--- src/rtl/loader_pkg.sv ---
// -----------------------------------------------------------------------------
// loader_pkg
// Shared types for the loader write sequencer slice.
//   loader_seq_state_t : sequencer FSM states (IDLE, LOAD, UNPACK)
//   bridge_word_t      : one buffered bridge write, {addr, data}
//   BYTES_PER_WORD     : number of byte writes produced per bridge word
//   word_byte()        : little-endian byte lane select helper
// -----------------------------------------------------------------------------
package loader_pkg;

  typedef enum logic [1:0] {
    IDLE   = 2'd0,
    LOAD   = 2'd1,
    UNPACK = 2'd2
  } loader_seq_state_t;

  typedef struct packed {
    logic [31:0] addr;
    logic [31:0] data;
  } bridge_word_t;

  localparam int BYTES_PER_WORD = 4;

  // Byte k of a word lives in bits [8k+7:8k] (little-endian lane order).
  function automatic logic [7:0] word_byte(input logic [31:0] word, input logic [1:0] k);
    return word[{k, 3'b000} +: 8];
  endfunction

endpackage

--- src/rtl/loader_write_sequencer_sync_fifo.sv ---
// -----------------------------------------------------------------------------
// sync_fifo
// Single-clock FIFO with registered pointers and an occupancy counter.
// A push is accepted when the FIFO is not full, or when it is full and a pop
// happens in the same cycle (the freed slot is reused immediately). A pop on
// an empty FIFO is ignored. rd_data always shows the current head entry.
//   clk, reset      : clock and asynchronous active-high reset
//   push, wr_data   : write request and data
//   pop             : remove head entry
//   rd_data         : head entry (valid when empty=0)
//   full, empty     : occupancy flags
// -----------------------------------------------------------------------------
module sync_fifo #(
  parameter int WIDTH = 64,
  parameter int DEPTH = 4
) (
  input  logic             clk,
  input  logic             reset,
  input  logic             push,
  input  logic [WIDTH-1:0] wr_data,
  input  logic             pop,
  output logic [WIDTH-1:0] rd_data,
  output logic             full,
  output logic             empty
);

  localparam int PTR_W = (DEPTH > 1) ? $clog2(DEPTH) : 1;
  localparam int CNT_W = PTR_W + 1;

  logic [WIDTH-1:0] mem_q [DEPTH];
  logic [WIDTH-1:0] mem_d [DEPTH];
  logic [PTR_W-1:0] wr_ptr_q, wr_ptr_d;
  logic [PTR_W-1:0] rd_ptr_q, rd_ptr_d;
  logic [CNT_W-1:0] count_q, count_d;

  logic push_ok;
  logic pop_ok;

  assign full    = (count_q == CNT_W'(DEPTH));
  assign empty   = (count_q == '0);
  assign rd_data = mem_q[rd_ptr_q];

  // Pop is evaluated first so a full FIFO can accept a push in the pop cycle.
  assign pop_ok  = pop & ~empty;
  assign push_ok = push & (~full | pop_ok);

  // DEPTH is a power of two, so pointers wrap by natural overflow.
  always_comb begin
    mem_d    = mem_q;
    wr_ptr_d = wr_ptr_q;
    rd_ptr_d = rd_ptr_q;
    count_d  = count_q;
    if (push_ok) begin
      mem_d[wr_ptr_q] = wr_data;
      wr_ptr_d        = wr_ptr_q + PTR_W'(1);
    end
    if (pop_ok) begin
      rd_ptr_d = rd_ptr_q + PTR_W'(1);
    end
    case ({push_ok, pop_ok})
      2'b10:   count_d = count_q + CNT_W'(1);
      2'b01:   count_d = count_q - CNT_W'(1);
      default: count_d = count_q;
    endcase
  end

  always_ff @(posedge clk or posedge reset) begin
    if (reset) begin
      wr_ptr_q <= '0;
      rd_ptr_q <= '0;
      count_q  <= '0;
    end else begin
      wr_ptr_q <= wr_ptr_d;
      rd_ptr_q <= rd_ptr_d;
      count_q  <= count_d;
    end
  end

  // Storage needs no reset: emptiness is tracked by the pointers/counter.
  always_ff @(posedge clk) begin
    mem_q <= mem_d;
  end

endmodule

--- src/rtl/loader_write_sequencer.sv ---
// -----------------------------------------------------------------------------
// loader_write_sequencer
// Buffers 32-bit bridge writes in a FIFO, unpacks each word into four
// little-endian byte writes (addr+k, data[8k+7:8k]) and shares the single
// byte-wide memory port with a core-side requester.
//   clk, reset                      : clock, asynchronous active-high reset
//   bridge_addr/_wr_data/_wr        : bridge word write (one-cycle strobe)
//   core_req/_addr/_data, core_grant: core byte request; grant is combinational
//   mem_address/_data/_wr           : registered byte write port
//   busy                            : FIFO non-empty or a word in progress
//   overflow, overflow_clear        : sticky dropped-write flag and its clear
// -----------------------------------------------------------------------------
module loader_write_sequencer
  import loader_pkg::*;
#(
  parameter int FIFO_DEPTH = 4
) (
  input  logic        clk,
  input  logic        reset,
  input  logic [31:0] bridge_addr,
  input  logic [31:0] bridge_wr_data,
  input  logic        bridge_wr,
  input  logic        core_req,
  input  logic [31:0] core_addr,
  input  logic [7:0]  core_data,
  output logic        core_grant,
  output logic [31:0] mem_address,
  output logic [7:0]  mem_data,
  output logic        mem_wr,
  output logic        busy,
  output logic        overflow,
  input  logic        overflow_clear
);

  localparam int WORD_W = $bits(bridge_word_t);

  loader_seq_state_t state_q, state_d;
  bridge_word_t      word_q, word_d;
  logic [1:0]        idx_q, idx_d;
  logic              core_prio_q, core_prio_d;
  logic              overflow_q, overflow_d;
  logic [31:0]       mem_address_q, mem_address_d;
  logic [7:0]        mem_data_q, mem_data_d;
  logic              mem_wr_q, mem_wr_d;

  logic              fifo_pop;
  logic              fifo_full;
  logic              fifo_empty;
  logic [WORD_W-1:0] fifo_rd_data;
  bridge_word_t      fifo_head;

  logic              loader_req;
  logic              loader_win;
  logic              core_win;

  bridge_word_t      bridge_word;

  assign bridge_word = '{addr: bridge_addr, data: bridge_wr_data};
  assign fifo_head   = bridge_word_t'(fifo_rd_data);

  sync_fifo #(
    .WIDTH (WORD_W),
    .DEPTH (FIFO_DEPTH)
  ) u_fifo (
    .clk     (clk),
    .reset   (reset),
    .push    (bridge_wr),
    .wr_data (WORD_W'(bridge_word)),
    .pop     (fifo_pop),
    .rd_data (fifo_rd_data),
    .full    (fifo_full),
    .empty   (fifo_empty)
  );

  // Arbiter: core_prio_q records that the loader won the last contested
  // cycle, so the core has priority on the next one. Reset gives the loader
  // first turn.
  always_comb begin
    loader_req  = (state_q == UNPACK);
    loader_win  = loader_req & (~core_req | ~core_prio_q);
    core_win    = core_req & ~loader_win;
    core_prio_d = core_prio_q;
    if (loader_req && core_req) begin
      core_prio_d = loader_win;
    end
  end

  // Grant is masked during reset so no byte is accepted while the port is
  // being cleared.
  assign core_grant = core_win & ~reset;

  // Sequencer FSM. IDLE also reacts to a push in the current cycle so the
  // word reaches LOAD one cycle after the bridge strobe. After the last byte
  // of a word, a waiting FIFO entry is reloaded directly with no bubble.
  always_comb begin
    state_d  = state_q;
    word_d   = word_q;
    idx_d    = idx_q;
    fifo_pop = 1'b0;
    case (state_q)
      IDLE: begin
        if (!fifo_empty || bridge_wr) begin
          state_d = LOAD;
        end
      end
      LOAD: begin
        fifo_pop = 1'b1;
        word_d   = fifo_head;
        idx_d    = 2'd0;
        state_d  = UNPACK;
      end
      UNPACK: begin
        if (loader_win) begin
          idx_d = idx_q + 2'd1;
          if (idx_q == 2'(BYTES_PER_WORD - 1)) begin
            if (!fifo_empty) begin
              fifo_pop = 1'b1;
              word_d   = fifo_head;
              idx_d    = 2'd0;
            end else begin
              state_d = IDLE;
            end
          end
        end
      end
      default: begin
        state_d = IDLE;
      end
    endcase
  end

  // Output register: the winner of this cycle drives the port next cycle.
  // Address/data hold their last value when nobody wins.
  always_comb begin
    mem_wr_d      = loader_win | core_win;
    mem_address_d = mem_address_q;
    mem_data_d    = mem_data_q;
    if (loader_win) begin
      mem_address_d = word_q.addr + 32'(idx_q);
      mem_data_d    = word_byte(word_q.data, idx_q);
    end else if (core_win) begin
      mem_address_d = core_addr;
      mem_data_d    = core_data;
    end
  end

  // Sticky overflow: a new drop in the same cycle as a clear keeps the flag.
  always_comb begin
    overflow_d = overflow_q;
    if (overflow_clear) begin
      overflow_d = 1'b0;
    end
    if (bridge_wr && fifo_full && !fifo_pop) begin
      overflow_d = 1'b1;
    end
  end

  always_ff @(posedge clk or posedge reset) begin
    if (reset) begin
      state_q       <= IDLE;
      word_q        <= '0;
      idx_q         <= '0;
      core_prio_q   <= 1'b0;
      overflow_q    <= 1'b0;
      mem_address_q <= '0;
      mem_data_q    <= '0;
      mem_wr_q      <= 1'b0;
    end else begin
      state_q       <= state_d;
      word_q        <= word_d;
      idx_q         <= idx_d;
      core_prio_q   <= core_prio_d;
      overflow_q    <= overflow_d;
      mem_address_q <= mem_address_d;
      mem_data_q    <= mem_data_d;
      mem_wr_q      <= mem_wr_d;
    end
  end

  assign mem_address = mem_address_q;
  assign mem_data    = mem_data_q;
  assign mem_wr      = mem_wr_q;
  assign overflow    = overflow_q;
  assign busy        = (state_q != IDLE) | ~fifo_empty;

endmodule
--- config.mk ---
export PLATFORM = sky130hd
export DESIGN_NAME = loader_write_sequencer
export DESIGN_NICKNAME = d
export VERILOG_FILES = /design/src/rtl/loader_pkg.sv /design/src/rtl/loader_write_sequencer_sync_fifo.sv /design/src/rtl/loader_write_sequencer.sv
export SDC_FILE = /design/constraint.sdc
export NUM_CORES = 1
export LEC_CHECK = 0
export CORE_ASPECT_RATIO = 0.7
export CORE_MARGIN = 5
export CORE_UTILIZATION = 45
export DETAILED_ROUTE_END_ITERATION = 7
export PLACE_DENSITY = 0.65
export REMOVE_ABC_BUFFERS = 1
export SLEW_MARGIN = 20
export SYNTH_ARGS = -nofsm -noshare
export SYNTH_HDL_FRONTEND = slang
export SYNTH_SLANG_ARGS = --single-unit
--- constraint.sdc ---
create_clock -name clk -period 7.33 [get_ports clk]
set_input_delay 1.8325 -clock clk [delete_from_list [all_inputs] [get_ports clk]]
set_output_delay 1.8325 -clock clk [all_outputs]
set_load 0.01 [all_outputs]
### Word-level counts from Yosys, hierarchy flattened

Index checks and enable logic that the tools add are counted.

* add/subtract/negate cells: 6
* magnitude comparators: 3
* equal/unequal tests: 11
* shift operators: 1
* muxes and demuxes: 30
* bitwise operators: 17
* reduce and logical (&&, ||, !) cells: 17

Operators with widths (number)
* 2-to-1 mux 64 bit: 6
* bitwise mux 256 bit: 1
* binary-select mux 64 bit (select 2 bit): 1
* demux 64 bit (select 2 bit): 1
* case mux 64 bit (2 select lines): 1
* 2-to-1 mux 32 bit: 2
* adder 32 x 2 -> 32 bit: 1
* variable part select 32 x 6 -> 8 bit: 1
* 2-to-1 mux 8 bit: 2
* 2-to-1 mux 2 bit: 7
* nonzero test 2 bit: 5
* AND reduction 4 bit: 2
* adder 2 x 1 -> 2 bit (second input constant): 3
* equality test 2 bit (second input constant): 3
* >= comparator 3 bit (second input constant): 2
* != test 2 bit (second input constant): 3
* NOT 1 bit: 6
* NOT 2 -> 3 bit: 2
* case mux 2 bit (3 select lines): 1
* case mux 3 bit (2 select lines): 1
* bitwise AND 1 bit: 5
* 2-to-1 mux 1 bit: 5
* equality test 2 x 1 -> 1 bit (second input constant): 2
* logical AND 1 bit: 4
* other kinds (13): 18

* register bits: 374
* input bits: 109
* output and inout bits: 44
* logic and storage cells: 101

### Logic depth before layout (Yosys ltp)

* depth after elaboration: 10
* gate-level depth with buffers: 13
* mapped depth without buffers: 13

### Modules after synthesis

From an unflattened synthesis, not the netlist that was laid out.

* cells, all modules: 826
* area, all modules: 15060.7 sq um

Modules (own cells, without submodules)
* sync_fifo: times used 1, cells each 373, area an instance 9649.3 sq um, sequential area each 7862.5 sq um
* loader_write_sequencer: times used 1, cells each 453, area an instance 5411.4 sq um, sequential area each 2777.7 sq um

### Worst setup path before layout

No wires, ideal clock.

* path kind: input to output
* from: input reset
* to: output core_grant
* arrival: 4768 ps
* required time: 5497 ps
* slack: 730 ps
* stages: 2
* buffers on the path: 0
* path through: inv_1 and3_1

* word-level cells in the longest chain between the ends: 2

RTL lines
* start: declaration: RTL line loader_write_sequencer.sv:19 `input logic reset,`
* NOT 1 bit: RTL line loader_write_sequencer.sv:90 `assign core_grant = core_win & ~reset;`
* bitwise AND 1 bit: RTL line loader_write_sequencer.sv:90
* end: declaration: RTL line loader_write_sequencer.sv:26 `output logic core_grant,`

No other way between the ends.

### Worst setup path in the final report

* from: input core_req
* to: output core_grant

* word-level cells in the longest chain between the ends: 6

RTL lines
* start: declaration: RTL line loader_write_sequencer.sv:23 `input logic core_req,`
* NOT 1 bit: RTL line loader_write_sequencer.sv:80 `loader_win = loader_req & (~core_req | ~core_prio_q);`
* OR 1 bit: RTL line loader_write_sequencer.sv:80
* bitwise AND 1 bit: RTL line loader_write_sequencer.sv:80
* NOT 1 bit: RTL line loader_write_sequencer.sv:81 `core_win = core_req & ~loader_win;`
* bitwise AND 1 bit *: RTL line loader_write_sequencer.sv:81
* bitwise AND 1 bit *: RTL line loader_write_sequencer.sv:90

Every way passes the cells marked *; elsewhere a longest branch is shown, timed or not.

==> impl_metrics.tcl <==
set metrics [dict create \
    slowest_stage "buf_4" \
    pin_count 153 \
    status "finished, final reports clean" \
    ys_warn_count 0 \
    cp-end-kind "output pin" \
    synth_common_cells "edfxtp_1, dfrtp_1, mux4_2, mux2_4, nand2_1" \
    path_class "input port to output pin" \
    cts.repair.resized 0 \
    coreArea_mm2 0.03349 \
    synth_seq_area_share_pct 69.54 \
    crit_top_cell "nand2_1" \
    fp-row-count 56 \
    syn_area_mm2 0.01530 \
    n_fill_cell 2632 \
    rsz0062_at_grt "false" \
    tightestPinTransition_ns 1.056 \
    critical_path.max_stage_delay_ns 0.65 \
    p_leak_nw 6.530 \
    drt_iter0_drc 715 \
    async_flop_share_pct 31.55 \
    hpwl_um 18920 \
    drt-vias-per-instance 5.352 \
    die_area_mm2 0.03785 \
    r2r_end "u_fifo.mem_q[89]" \
    insertedDiodeCount 0 \
    wirelength_um 31210 \
    setup.worst_path.start_class "input port" \
    hold_violations 0 \
    finalCritPeriodShare_pct 72.72 \
    ys_seq_elements 374 \
    worstPathCellList "buf_4, nand2_1, nand2_1, and3_1, clkdlybuf4s50_1" \
    setup_viol 0 \
    grt-ovfl-total 0 \
    min_path_type "flop to flop" \
    slew_violations 0 \
    multi_input_area_mm2 0.004413 \
    drc_errors 0 \
    min-delay-start "word_q[2]" \
    clock_latency_ns 0.52 \
    clk_pin_slew_ns 0.06 \
    cts_hold_buf 0 \
    synth_top_area_cell "edfxtp_1" \
    wl_per_cell_um 21.45 \
    syn_inst 836 \
    ys_types 45 \
    portBuffers 152 \
    post_cts_buffers 0 \
    synth_top_area_share_pct 50.24 \
    fin_setup_tns_ns 0 \
    die_w_um 230.4 \
    via_count 7787 \
    dr.pass1.iters 5 \
    dp.cells 1386 \
    ant_nets 0 \
    finish.utilization_pct 55.04 \
    clock-sinks 374 \
    worstRegToRegCells 8 \
    cts_made_buffers 37 \
    dieHeight_um 164.3 \
    nets 1114 \
    power_mw 7.577 \
    reg2reg_from "state_q[0]" \
    synth.avg_cell_area_um2 18.30 \
    cts_tree "built" \
    cts_max_level 2 \
    grt_max_degree 82 \
    powerDensity_mw_per_mm2 411.1 \
    slew_headroom_pct 29.58 \
    clock_path_buffers 3 \
    worst-path-max-fanout 74 \
    maxCapViolCount 0 \
    hold_depth 1 \
    required_ns 5.50 \
    ir_worst_vdd_mv 0.2143 \
    antenna_found_initial 0 \
    grt.total_usage_pct 16.54 \
    max_clock_freq_mhz 187.6 \
    synth_most_common_cell "edfxtp_1" \
    cts-root-buf "clkbuf_16" \
    grt_pass1_vias 8115 \
    gp_congestion 0.7036 \
    fin_skew_ns 0.01949 \
    layout_setup_ws_ns 2.000 \
    synth_edf_count 256 \
    layout-drive-gt1-share_pct 20.78 \
    hold_path_end "word_q[2]" \
    rrSetupSlack_ns 3.77 \
    dp_slack_ns 1.979 \
    ys.flop_type "edfxtp_1" \
    grt_pass1_wl_um 48090 \
    start_util_pct 45.69 \
    crit_arrival_ns 3.50 \
    finalNonFillerCells 1455 \
    register_area_mm2 0.01065 \
    fin_crit_ns 5.330 \
    syn2layout_area_growth_pct 20.47 \
    synth_area_leaders "edfxtp_1, dfrtp_1, mux4_2, mux2_4, xor2_1" \
]
-- where the power goes --
group          switching, mW  total, mW  leakage, nW  internal, mW
registers              0.481       3.42         3.74          2.94
clock network          0.763       1.86        0.581          1.09
logic                  0.973       2.30         2.21          1.33
total                   2.22       7.58         6.53          5.36
-- area by class of cell --
type	count	area share, %
Multi-Input combinational cell	407	23.94
Clock buffer	51	5.593
Sequential cell	374	57.77
Tap cell	435	2.953
Clock inverter	17	0.8621
Inverter	14	0.3122
Timing Repair Buffer	157	8.573
-- stage by stage --
stage	area (um2)	hold slack, ns
finish	18430	0.5028
global route	18430	0.5174
CTS	18400	0.5077
detailed placement	17210	0.4915
global placement	17210	0.4894
floorplan	15080	0.4755
-- registers in the layout, indices dropped and copies added (netlist names) --
register         cells
u_fifo.mem_q       256
word_q              64
mem_address         32
mem_data             8
u_fifo.count_q       3
idx_q                2
state_q              2
u_fifo.rd_ptr_q      2
u_fifo.wr_ptr_q      2
core_prio_q          1
mem_wr               1
overflow             1
-- per-layer routing --
layer | wire (um) | part of all wire [%] | track usage, %
met1 | 14990 | 48 | 25.32
met4 | 401 | 1.3 | 3.204
met3 | 1533 | 4.9 | 3.404
met5 | 0 | 0 | 0
met2 | 14280 | 46 | 25.00
-- critical path: cells and delay by family --
family                 cells  cell delay, ns
buffers and inverters      2            1.20
AND/OR/NAND/NOR            3            0.42
-- cells by family after synthesis --
group	Yosys count	share of synthesized area, %
AOI/OAI and AO/OA	77	3.197
adders and majority gates	14	1.243
buffers and inverters	55	1.783
DFF	374	69.54
xor gates and xnor gates	37	2.118
and+or+nand+nor	127	4.571
muxes	152	17.55
-- how the worst max path moves through the flow --
stage | from | to | slack, ns | depth (start not counted)
6_report | core_req | core_grant | 2.00 | 5
5_1_grt | core_req | core_grant | 1.83 | 5
4_1_cts | core_req | core_grant | 1.98 | 5
3_5_place_dp | core_req | core_grant | 1.98 | 5
3_3_place_gp | core_req | core_grant | 1.95 | 5
2_1_floorplan | reset | core_grant | 0.73 | 2
-- cell usage in the layout, fill, tap and decap left out, types with 2 or more instances in the layout --
cell and n:
xnor2_1 6, nand2_1 34, clkbuf_16 39, mux2_2 17, bufinv_16 3, mux4_2 72
clkinv_2 6, ha_1 12, o21ai_0 15, buf_4 4, clkbuf_1 11, a211oi_1 27
a21oi_1 29, inv_1 13, and4_1 2, dfrtp_1 116, nand4_1 13, fa_1 2
dfrtp_4 2, xor2_1 31, clkdlybuf4s50_1 151, nor3_2 3, nor2_1 11, and2_4 4
and3_1 6, mux2_4 48, edfxtp_1 256, inv_6 2, nand3_1 14, clkinv_1 6
mux2i_1 14, nor2b_1 28
Note: power is estimated with default switching activity, not from simulation.
